===== src/rtl/instruction_fetch_unit.sv =====
// Multicycle fetch stage: owns PC and IR, runs the MOV/MOC read handshake, applies branch/jump redirects.
// Optional WAIT-state timeout with sticky fetch_error is enabled by defining FETCH_TIMEOUT_EN.
module instruction_fetch_unit #(
    parameter int ADDR_WIDTH     = 9,
    parameter int RESET_PC       = 0,
    parameter int TIMEOUT_CYCLES = 16
) (
    input  logic                  clock,
    input  logic                  reset,
    input  logic                  fetch_req,
    input  logic                  redirect,
    input  logic                  redirect_jump,
    input  logic [15:0]           branch_offset,
    input  logic [25:0]           jump_target,
    input  logic                  MOC,
    input  logic [31:0]           DataIn,
    output logic                  MOV,
    output logic                  MemRead,
    output logic [ADDR_WIDTH-1:0] Address,
    output logic [31:0]           instruction,
    output logic                  ir_valid,
    output logic [ADDR_WIDTH-1:0] pc,
    output logic                  busy,
    output logic                  fetch_error
);

    // state  | meaning
    // S_IDLE | waiting for fetch_req; redirects load pc directly
    // S_REQ  | MOV/MemRead raised, Address valid
    // S_WAIT | holding MOV until MOC is sampled high
    // S_DONE | commit captured word, or apply the pending redirect instead
    typedef enum logic [1:0] {S_IDLE, S_REQ, S_WAIT, S_DONE} state_t;

    localparam logic [ADDR_WIDTH-1:0] PC_INIT = ADDR_WIDTH'(RESET_PC);

    state_t                  state;
    logic [31:0]             data_buf;
    logic                    pend_valid;
    logic [ADDR_WIDTH-1:0]   pend_target;
    logic [ADDR_WIDTH-1:0]   redirect_target;
    logic [31:0]             br_sum;
    logic [31:0]             jmp_addr;
    logic                    unused_bits;

    // pc already points one word past the IR instruction, so pc_base + 4 == pc.
    always_comb begin
        br_sum   = {{(32-ADDR_WIDTH){1'b0}}, pc} + {{14{branch_offset[15]}}, branch_offset, 2'b00};
        jmp_addr = {4'b0000, jump_target, 2'b00};
        redirect_target = redirect_jump ? jmp_addr[ADDR_WIDTH-1:0] : br_sum[ADDR_WIDTH-1:0];
    end

    assign unused_bits = ^{br_sum[31:ADDR_WIDTH], jmp_addr[31:ADDR_WIDTH]};

`ifdef FETCH_TIMEOUT_EN
    localparam int CNT_W = $clog2(TIMEOUT_CYCLES + 1);
    logic [CNT_W-1:0] wait_cnt;
    logic             err_q;
    assign fetch_error = err_q;
`else
    // No timeout hardware in this build; the comparison is a constant 0.
    assign fetch_error = (TIMEOUT_CYCLES < 0);
`endif

    always_ff @(posedge clock or negedge reset) begin
        if (!reset) begin
            state       <= S_IDLE;
            pc          <= PC_INIT;
            instruction <= '0;
            ir_valid    <= 1'b0;
            MOV         <= 1'b0;
            MemRead     <= 1'b0;
            Address     <= '0;
            busy        <= 1'b0;
            data_buf    <= '0;
            pend_valid  <= 1'b0;
            pend_target <= '0;
`ifdef FETCH_TIMEOUT_EN
            wait_cnt    <= '0;
            err_q       <= 1'b0;
`endif
        end else begin
            ir_valid <= 1'b0;
            case (state)
                S_IDLE: begin
                    if (redirect) begin
                        pc <= redirect_target;
                    end else if (fetch_req) begin
                        state   <= S_REQ;
                        Address <= pc;
                        MOV     <= 1'b1;
                        MemRead <= 1'b1;
                        busy    <= 1'b1;
                    end
                end
                S_REQ: begin
                    if (redirect) begin
                        pend_valid  <= 1'b1;
                        pend_target <= redirect_target;
                    end
                    state <= S_WAIT;
`ifdef FETCH_TIMEOUT_EN
                    wait_cnt <= CNT_W'(TIMEOUT_CYCLES - 1);
`endif
                end
                S_WAIT: begin
                    if (redirect) begin
                        pend_valid  <= 1'b1;
                        pend_target <= redirect_target;
                    end
                    if (MOC) begin
                        data_buf <= DataIn;
                        MOV      <= 1'b0;
                        MemRead  <= 1'b0;
                        state    <= S_DONE;
                    end
`ifdef FETCH_TIMEOUT_EN
                    else if (wait_cnt == '0) begin
                        err_q      <= 1'b1;
                        MOV        <= 1'b0;
                        MemRead    <= 1'b0;
                        busy       <= 1'b0;
                        state      <= S_IDLE;
                        pend_valid <= 1'b0;
                        if (redirect)
                            pc <= redirect_target;
                        else if (pend_valid)
                            pc <= pend_target;
                    end else begin
                        wait_cnt <= wait_cnt - 1'b1;
                    end
`endif
                end
                S_DONE: begin
                    state      <= S_IDLE;
                    busy       <= 1'b0;
                    pend_valid <= 1'b0;
                    if (redirect) begin
                        pc <= redirect_target;
                    end else if (pend_valid) begin
                        pc <= pend_target;
                    end else begin
                        instruction <= data_buf;
                        ir_valid    <= 1'b1;
                        pc          <= pc + ADDR_WIDTH'(4);
                    end
                end
                default: state <= S_IDLE;
            endcase
        end
    end

endmodule


===== config.mk =====
export PLATFORM = sky130hd
export DESIGN_NAME = instruction_fetch_unit
export DESIGN_NICKNAME = d
export VERILOG_FILES = /design/src/rtl/instruction_fetch_unit.sv
export SDC_FILE = /design/constraint.sdc
export NUM_CORES = 1
export LEC_CHECK = 0
export ABC_CLOCK_PERIOD_IN_PS = 2600
export CELL_PAD_IN_SITES_DETAIL_PLACEMENT = 1
export CELL_PAD_IN_SITES_GLOBAL_PLACEMENT = 1
export CORE_UTILIZATION = 35
export DETAILED_ROUTE_END_ITERATION = 10
export GPL_ROUTABILITY_DRIVEN = 0
export PLACE_DENSITY_LB_ADDON = 0.2
export SLEW_MARGIN = 25
export SYNTH_ARGS = -nofsm -noshare
export SYNTH_HDL_FRONTEND = slang
export SYNTH_SLANG_ARGS = --single-unit

===== constraint.sdc =====
create_clock -name clock -period 2.6 [get_ports clock]
set_input_delay 0.65 -clock clock [delete_from_list [all_inputs] [get_ports clock]]
set_output_delay 0.65 -clock clock [all_outputs]
set_load 0.01 [all_outputs]

# == After elaboration in Yosys (flattened, before gate mapping) ==
# Cells that the tools add are included.
# word_totals
word_cells,55
inputBits,80
out_inout_bits,55
latchBits,0
mem_bits_rw,0
mem_bits_ro,0
n_memories,0
reg_bits,97
# classes
n_eq_ne,8
n_div,0
reduce_logical,14
n_bitwise,2
mul,0
muxes,19
n_addsub,2
n_shift,0
n_lt_le_gt_ge,0
# ops
op,count
9-bit 2-to-1 mux,4
9-bit one-hot mux with 2 select lines,1
3-bit AND reduction,4
9-bit by 3-bit adder with 9-bit output (second input constant),1
9-bit adder,1
2-bit inequality test (second input constant),4
2-bit one-hot mux with 4 select lines,1
2-bit AND reduction,4
1-bit 2-to-1 mux,7
2-bit 2-to-1 mux,3
1-bit one-hot mux with 2 select lines,3
2-bit nonzero test,3
2-bit == test (second input constant),2
4-bit AND reduction,1
2-bit by 1-bit == test with 1-bit output (second input constant),1
2-bit zero test,1
2-bit by 1-bit inequality test with 1-bit output (second input constant),1
1-bit NOT,2
2-bit OR reduction,1

# == Longest topological paths before layout ==
# logic_depth
word_depth,4
mapped_depth,8
depth_no_buf,7

# == Worst setup path after synthesis ==
# Ideal clock, no wire load.
# synth_path
path_type,input to register
startpoint,input branch_offset[0]
endpoint,register pc[8]
t_arrival_ns,2.286
path_buffers,0
slack_ns,0.215
setup_time_ns,0.099
cell_stages,7
required_time_ns,2.501
path_cell_list,ha_1 > fa_1 > a211o_1 > a221o_1 > xnor2_1 > mux2i_1 > a311oi_1
# synth_via
elab_chain_cells,4
word_cells_on_any_way,5
cone_classes,add/sub: 1; mux: 4
# synth_rtl
item,line_no,text
"start, declared",13,"input logic [15:0] branch_offset,"
9-bit adder *,47,"br_sum = {{(32-ADDR_WIDTH){1'b0}}, pc} + {{14{branch_offset[15]}}, branch_offset, 2'b00};"
9-bit 2-to-1 mux *,49,redirect_target = redirect_jump ? jmp_addr[ADDR_WIDTH-1:0] : br_sum[ADDR_WIDTH-1:0];
"9-bit 2-to-1 mux, on equally long branches","137, 85",
9-bit one-hot mux with 2 select lines *,83,case (state)
"end signal, assigned",86,pc <= redirect_target;
"end signal, assigned",138,pc <= redirect_target;
"end signal, assigned",140,pc <= pend_target;
"end, declared",22,"output logic [ADDR_WIDTH-1:0] pc,"
# Mark *: on every way between the ends. The rest lies on a longest branch, timed or not. The select of a mux whose other input is x is not followed.
# A chain may end at the register's enable or synchronous reset.

# == Worst setup path in the final report ==
# Same ends and word-level chain as after synthesis.

==> impl_metrics.json <==
{
  "status": "finished clean",
  "timing.rr.start": "pc[2]",
  "drt-initial-drc-count": 114,
  "fillers": 1257,
  "maxCapViolCount": 0,
  "clk_pin_slew_ps": 70,
  "vias_per_cell": 5.07,
  "end_kind": "flip-flop",
  "wl_um": 10500,
  "ctsHoldBuffers": 0,
  "yosysTopAreaCellShare_pct": 56.2,
  "die_area_mm2": 0.0128,
  "ys_seq_elements": 97,
  "ys.warnings.count": 0,
  "cp-start-kind": "input pin",
  "postSynthCellCount": 339,
  "grt_pass1_vias": 3406,
  "clk_latency_ps": 350,
  "port_buffers": 105,
  "cts_buffers": 9,
  "layout-drive-gt1-share_pct": 25.3,
  "postSynthNetCount": 430,
  "grt_max_degree": 60,
  "stdcell_count": 610,
  "arrival_ps": 2670,
  "fp.dieH_um": 113,
  "core-area_mm2": 0.0120,
  "start_util_pct": 35.9,
  "grt_pass1_wl_um": 17400,
  "antenna_found_initial": 0,
  "finalMaxSlewViolations": 0,
  "period_share_pct": 92.8,
  "ys_seq_area_share_pct": 56.2,
  "fin_crit_ps": 2410,
  "clock_sink_count": 97,
  "p_total_mw": 7.02,
  "path_class": "input pin to flip-flop",
  "io_pins": 135,
  "dp_hpwl_um": 7530,
  "areaGrowthSynthToFinish_pct": 38.5,
  "synth_edf_count": 0,
  "cts_tree": "done",
  "firstDrtPassIters": 4,
  "ant_nets": 0,
  "design_area_mm2": 0.00598,
  "power.static_leakage_nw": 2.64,
  "grt_setup_unrepaired": "no",
  "rows": 40,
  "cts_max_level": 3,
  "cts_root_buf": "clkbuf_16",
  "timing.hold.ws_ps": 266,
  "post-place-cells": 594,
  "drt-wirelength-per-cell_um": 17.1,
  "skew_ps": 5.99,
  "synthArstFlopShare_pct": 100,
  "worst_slew_pin_slew_ps": 525,
  "dp_slack_ps": -299,
  "cp_data_required_time_ps": 2850,
  "critPathMaxFanout": 2,
  "syn_area_mm2": 0.00432,
  "synth_cell_type_count": 46,
  "grt_usage_pct": 18.0,
  "rr_endpoint": "pc[8]",
  "num_antenna_cells": 0,
  "ys_top_cells_by_area": "dfrtp_1 56%, mux2_2 20%, ha_1 2.9%",
  "fin_util_pct": 49.8,
  "ir_drop_uv": 739,
  "hold_class": "input pin to async pin",
  "synth_area_leader_cell": "dfrtp_1",
  "num-nets-final": 549,
  "dr_total_vias": 3094,
  "clockBufferDepth": 2,
  "fmax_mhz": 415,
  "route.detailed.drc": 0,
  "setup_viol": 0,
  "relSlewSlack_pct": 65.0,
  "reg2reg_slack_ps": 510,
  "synth_flop_cell": "dfrtp_1",
  "overflow": 0,
  "synth.avg_cell_area_um2": 12.7,
  "finalHoldViolCount": 0,
  "fp.dieW_um": 113,
  "postPlaceCellArea_mm2": 0.00567,
  "setup_tns_ps": 0,
  "worst-r2r-cell-count": 7,
  "powerDensity_mw_per_mm2": 1170,
  "setup_slack_ps": 188
}
## where the power goes
part	leakage, nW	internal, mW	switching, mW
sequential	1.20	2.22	0.452
clock	0.155	0.785	0.590
combinational	1.28	1.73	1.25
## layer usage
layer  GRT usage, %  wire [um]  vias to the layer above
li1               -          -                     1455
met1           20.7       4290                     1561
met2           30.7       5330                       67
met3           7.77        727                       11
met4           4.91        110                        0
met5              0          0                        -
## worst max-delay path by stage
stage / from / endpoint / slack (ps) / cells past startpoint
after global placement: branch_offset[0] / pc[8] / -280 / 8
after global routing: branch_offset[0] / pc[8] / 5 / 8
after CTS: branch_offset[0] / pc[8] / 80 / 8
final: branch_offset[0] / pc[8] / 190 / 8
after detailed placement: branch_offset[0] / pc[8] / -300 / 8
after floorplan: branch_offset[0] / pc[8] / 210 / 7
## worst max-delay path, cell delays in order
cell and delay (ps):
clkdlybuf4s50_1 410, ha_2 200, fa_2 350, a211o_1 260, a221o_1 330, xnor2_1 160, mux2i_1 100, a311oi_1 210
## cells in the mapped netlist (all sizes together) (5+ instances only)
library cell and n:
xnor2 6, nor2 10, buf 15, o21ai 20, ha 10, mux2i 8
nand3 5, nand2 28, and3 5, mux2 75, dfrtp 97, a21oi 12
## timing repair
| item | 4_1_cts | 5_1_grt |
|---|---|---|
| endpoints found under the setup margin | 0 | 1 |
| buffers inserted | 0 | 0 |
| gates resized for setup | 0 | 2 |
## registers in the layout, summed over array words and instances (netlist names)
| register | cells |
|---|---|
| pend_target | 9 |
| instruction | 32 |
| busy | 1 |
| ir_valid | 1 |
| state | 2 |
| pend_valid | 1 |
| Address | 9 |
| MemRead | 1 |
| pc | 9 |
| data_buf | 32 |
## kinds of logic after synthesis
kind of cell,after synthesis,share of synthesized area [%]
compound gates,56,8.35
xor+xnor,7,1.42
fa+ha+maj,11,3.36
buf+inv,23,2.40
flops,97,56.2
mux,83,21.4
other cells,1,0.0868
simple gates,61,6.75
## area by class of cell
class	count	area, um2	share of cell area [%]
multi-input cells	219	1800	30.0
inverters	5	18.8	0.314
clock buffers	10	239	3.99
clock inverters	6	72.6	1.21
well taps	147	184	3.07
repair buffers	126	1240	20.8
flip-flops and latches	97	2430	40.6
## layout by cell type, fill, tap and decap left out, drive strengths merged, types with 2 or more instances in the layout
| cell type | netlist | final |
|---|---|---|
| nor3 | 2 | 2 |
| nand2b | 4 | 4 |
| o211a | 2 | 2 |
| xnor2 | 6 | 6 |
| a211oi | 3 | 3 |
| a31oi | 2 | 2 |
| nand3 | 5 | 5 |
| o21ai | 20 | 20 |
| ha | 10 | 10 |
| clkbuf | 3 | 10 |
| and3 | 5 | 5 |
| clkinv | 1 | 3 |
| o211ai | 3 | 3 |
| inv | 4 | 7 |
| a21o | 2 | 2 |
| nand2 | 28 | 28 |
| mux2i | 8 | 8 |
| nor2 | 10 | 10 |
| o2111ai | 3 | 3 |
| mux2 | 75 | 75 |
| dfrtp | 97 | 97 |
| a21oi | 12 | 12 |
| clkdlybuf4s50 | 0 | 104 |
| buf | 15 | 22 |
No activity file was read; power rests on OpenSTA's default activity.
